$ cat src/rtl/reg_bank_arbiter.sv
// Round-robin arbiter for two requesters sharing one register bank.
// Each grant performs one write/set/clear/read on one word. The result is reported with a done pulse.
//
// state | meaning
// IDLE  | waiting for req_a/req_b; on a request, capture the winner and pulse its gnt
// EXEC  | apply the latched op to the bank and load rdata
// RESP  | winner's done (and err) high for this one cycle
module reg_bank_arbiter #(
  parameter int WIDTH  = 8,
  parameter int DEPTH  = 4,
  parameter int ADDR_W = 2
) (
  input  logic              clk,
  input  logic              reset,
  input  logic              req_a,
  input  logic [1:0]        op_a,
  input  logic [ADDR_W-1:0] addr_a,
  input  logic [WIDTH-1:0]  wdata_a,
  input  logic              req_b,
  input  logic [1:0]        op_b,
  input  logic [ADDR_W-1:0] addr_b,
  input  logic [WIDTH-1:0]  wdata_b,
  output logic              gnt_a,
  output logic              gnt_b,
  output logic              done_a,
  output logic              done_b,
  output logic              err,
  output logic [WIDTH-1:0]  rdata,
  output logic              busy
);

  localparam int          IDX_W   = (DEPTH > 1) ? $clog2(DEPTH) : 1;
  localparam logic [31:0] DEPTH_U = 32'(DEPTH);

  typedef enum logic [1:0] {IDLE, EXEC, RESP} state_t;

  state_t              state_q, state_d;
  logic                capture, sel_b;
  logic                last_b;
  logic                lat_b;
  logic [1:0]          lat_op;
  logic [ADDR_W-1:0]   lat_addr;
  logic [WIDTH-1:0]    lat_wdata;
  logic [WIDTH-1:0]    bank [DEPTH];
  logic                in_range;
  logic [IDX_W-1:0]    idx;
  logic [WIDTH-1:0]    new_word;

  always_comb begin
    state_d = state_q;
    capture = 1'b0;
    sel_b   = 1'b0;
    case (state_q)
      IDLE: begin
        if (req_a || req_b) begin
          capture = 1'b1;
          // on a tie the requester that did not win last time goes first
          sel_b   = req_b && (!req_a || !last_b);
          state_d = EXEC;
        end
      end
      EXEC:    state_d = RESP;
      RESP:    state_d = IDLE;
      default: state_d = IDLE;
    endcase
  end

  assign in_range = ({{(32-ADDR_W){1'b0}}, lat_addr} < DEPTH_U);
  assign idx      = lat_addr[IDX_W-1:0];

  always_comb begin
    new_word = '0;
    if (in_range) begin
      case (lat_op)
        2'b00:   new_word = lat_wdata;
        2'b01:   new_word = '1;
        2'b10:   new_word = '0;
        default: new_word = bank[idx];
      endcase
    end
  end

  always_ff @(posedge clk or negedge reset) begin
    if (!reset) begin
      state_q   <= IDLE;
      last_b    <= 1'b1;
      lat_b     <= 1'b0;
      lat_op    <= 2'b00;
      lat_addr  <= '0;
      lat_wdata <= '0;
      gnt_a     <= 1'b0;
      gnt_b     <= 1'b0;
      done_a    <= 1'b0;
      done_b    <= 1'b0;
      err       <= 1'b0;
      rdata     <= '0;
    end else begin
      state_q <= state_d;
      gnt_a   <= capture && !sel_b;
      gnt_b   <= capture && sel_b;
      done_a  <= (state_q == EXEC) && !lat_b;
      done_b  <= (state_q == EXEC) && lat_b;
      err     <= (state_q == EXEC) && !in_range;
      if (capture) begin
        last_b    <= sel_b;
        lat_b     <= sel_b;
        lat_op    <= sel_b ? op_b    : op_a;
        lat_addr  <= sel_b ? addr_b  : addr_a;
        lat_wdata <= sel_b ? wdata_b : wdata_a;
      end
      if (state_q == EXEC) rdata <= new_word;
    end
  end

  always_ff @(posedge clk or negedge reset) begin
    if (!reset) begin
      for (int i = 0; i < DEPTH; i++) bank[i] <= '0;
    end else if (state_q == EXEC && in_range) begin
      bank[idx] <= new_word;
    end
  end

  assign busy = (state_q != IDLE);

endmodule

$ cat config.mk
export PLATFORM = sky130hd
export DESIGN_NAME = reg_bank_arbiter
export DESIGN_NICKNAME = d
export VERILOG_FILES = /design/src/rtl/reg_bank_arbiter.sv
export SDC_FILE = /design/constraint.sdc
export NUM_CORES = 1
export LEC_CHECK = 0
export CAP_MARGIN = 40
export CORE_MARGIN = 5
export CORE_UTILIZATION = 48
export CTS_CLUSTER_SIZE = 14
export DETAILED_ROUTE_END_ITERATION = 8
export GPL_ROUTABILITY_DRIVEN = 1
export PLACE_DENSITY_LB_ADDON = 0.2
export SYNTH_ARGS = -nofsm -noshare
export SYNTH_HDL_FRONTEND = slang
export SYNTH_SLANG_ARGS = --single-unit
$ cat constraint.sdc
create_clock -name clk -period 1.6 [get_ports clk]
set_clock_uncertainty 0.05 [all_clocks]
set_input_delay 0.4 -clock clk [delete_from_list [all_inputs] [get_ports clk]]
set_output_delay 0.4 -clock clk [all_outputs]
set_load 0.01 [all_outputs]
==> metrics <==
status finished, violations left; failing checks negative hold slack; clock buffer depth 2; DR pass1 iterations 5; initial core utilization 0.499; Final min period about 1.5 ns; Row Count 27; Seq cells post-synth 60; Post-route DRC 0; Clock Pin Slew Worst Setup and Hold Paths 0.07 ns; post-route cell area 3600 um2; GRT Total Usage 0.196; area occupied by multi-input gates about 1100 um2; Die Ht ~86 um; top_reg_cell synth dfrtp_1; largest net degree at the start of global routing roughly 60; # fillers between 400 and 500; Pleak around 1.7 nW; TritonCTS Sinks 60; Min-Delay Path Class input pin to asynchronous set/reset pin; Die Wd roughly 86 um; Fmax roughly 0.65 GHz; Nets 337; Critical Path RT roughly 1.8 ns; vias per cell 5.66; dpl cells 370; Avg Synthesized Cell Area roughly 11 um2; cell count after synthesis roughly 260; DRT Wirelength approximately 6600 um; grt ovf 0; hpwl dp roughly 4600 um; power per cell area around 2200 nW/um2; Final setup viols 0; CP arrival around 1.7 ns; antenna cells 0; port bufs 40; total of max-cap violations 0; global-route wire length before repair ~11,000 um; worst-path fanout max 14; Tcrit/Tclk final 0.967; root buf cell clkbuf_8; Mapped Nets 283; setup bufs post-CTS 0; fraction of layout cells with a size suffix above 1 0.217; CTS H-tree depth 3; Critical Path Source Type flop; CTS tree done; wire length per cell between 15 and 20 um; GPL Wtd Cong about 0.84; vias in the first global route ~2,300; crit end category flop; Cell Area, Placed 3340 um2; WS Path Type flop to flop; fin util 0.651; Fin. Hold Viols 1; Core Box Area ~5500 um2; I/O pin count 42; post-route ant nets 0; final number of max-transition violations 0; P&R area growth vs syn 30.5%; via count 2,183; synth unique cells 33; Crit-path slowest cell dfrtp_2; Post-synth ARST share 1.00; sequential cell area 1510 um2; worst skew pair latency ~0.35 ns; Iteration-0 DRC Markers 151; slowest stage delay, CP around 0.47 ns; initial antenna violation count 0; total power about 8.1 mW; maximum vdd drop 1.30 mV; CP cell instances buf_12 > mux2_2 > o21ai_0 > a221oi_1; post-synthesis sequential area ratio 0.544; yosys warns 0; Post-CTS Hold Fix Bufs 0; non-filler instance count after layout approximately 390; Mapped Area 2760 um2; die area about 7400 um2; final hold slack -0.00364 ns; number of synthesized flops with an enable pin 0; reg2reg setup slack between 0.05 and 0.06 ns; cts bufs inserted 9
-- final cells by class --
class,count,share of cell area
Sequential cell,60,0.418
Clock buffer,12,0.0430
Clock inverter,4,0.0264
Timing Repair Buffer,61,0.159
Inverter,25,0.0267
Multi-Input combinational cell,152,0.302
Tap cell,72,0.0250
-- state kept, by name (all words and copies together) (netlist names) --
name	flops
lat_wdata	8
lat_op	2
gnt_b	1
done_a	1
lat_b	1
state_q	2
bank	32
idx	2
last_b	1
rdata	8
done_b	1
gnt_a	1
-- synth_stat cells, types with 8 or more instances --
cell type / n / share of area
nor2_1: 24 / 0.033
o22a_1: 17 / 0.054
nand2_1: 10 / 0.014
a21o_1: 9 / 0.024
dfrtp_1: 59 / 0.53
inv_1: 24 / 0.033
a222oi_1: 12 / 0.043
mux2_4: 8 / 0.043
a21oi_1: 16 / 0.029
buf_2: 9 / 0.016
o21ai_0: 23 / 0.042
-- critical path: cells and delay by family (launching register included) --
family / cells / cell delay, ns
compound gates: 2 / 0.40
flops: 1 / 0.47
buf+inv: 1 / 0.17
mux: 1 / 0.33
-- cell usage in the layout, fill, tap and decap left out, types with 3 or more instances in the layout --
master           instances
clkdlybuf4s50_1         26
buf_4                   17
o22a_1                  17
nand2_1                 10
mux2_2                   7
dfrtp_1                 57
mux2_4                   8
o21ai_0                 23
bufinv_16                3
a222oi_1                12
nor2_1                  23
a21o_1                   9
buf_12                   3
a21oi_1                 16
dlygate4sd2_1           12
inv_1                   23
a221oi_1                 7
clkbuf_8                11
-- cells by family after synthesis --
kind of cell	count (synthesis)	synth area share
buffers and inverters	43	0.0716
DFF	60	0.544
muxes	16	0.0756
other	1	0.00136
and+or+nand+nor	48	0.0852
AOI/OAI and AO/OA	87	0.222
-- stage by stage --
stage          hold slack, ns  worst slack [ns]  TNS (ns)
6_report             -0.00364            0.0526         0
5_1_grt                0.0262          -0.00424  -0.00698
4_1_cts               0.00936           0.00882         0
3_5_place_dp            0.380            -0.370     -4.55
3_3_place_gp            0.380            -0.291     -3.86
2_1_floorplan          0.0544            0.0441         0
-- what timing repair did --
action | 4_1_cts | 5_1_grt
resized for setup | 18 | 10
pin swaps | 1 | 3
setup endpoints to repair | 28 | 41
-- per-layer routing --
metal,share of wire,vias to the layer above,GRT usage,wire (um)
met5,0,-,0,0
met4,0.024,0,0.102,158
met3,0.040,14,0.0480,264
met2,0.49,54,0.309,3250
met1,0.45,1091,0.249,2960
li1,-,1024,-,-
-- power breakdown --
group,internal [mW],leakage (nW),switching (mW)
Combinational,1.75,0.875,1.77
Sequential,2.29,0.719,0.532
Clock,1.12,0.127,0.607
-- path summary, 6_finish.rpt --
kind | startpoint | endpoint | cells after the start
setup / recovery | idx[1] | rdata[1] | 4
hold / removal | reset | lat_wdata[2] | 2
setup reg to reg | idx[1] | rdata[1] | 4
hold reg to reg | lat_b | done_a | 1
max in group asynchronous | reset | last_b | 2
min in group clk | lat_b | done_a | 1
(Power assumes the default switching activity.)
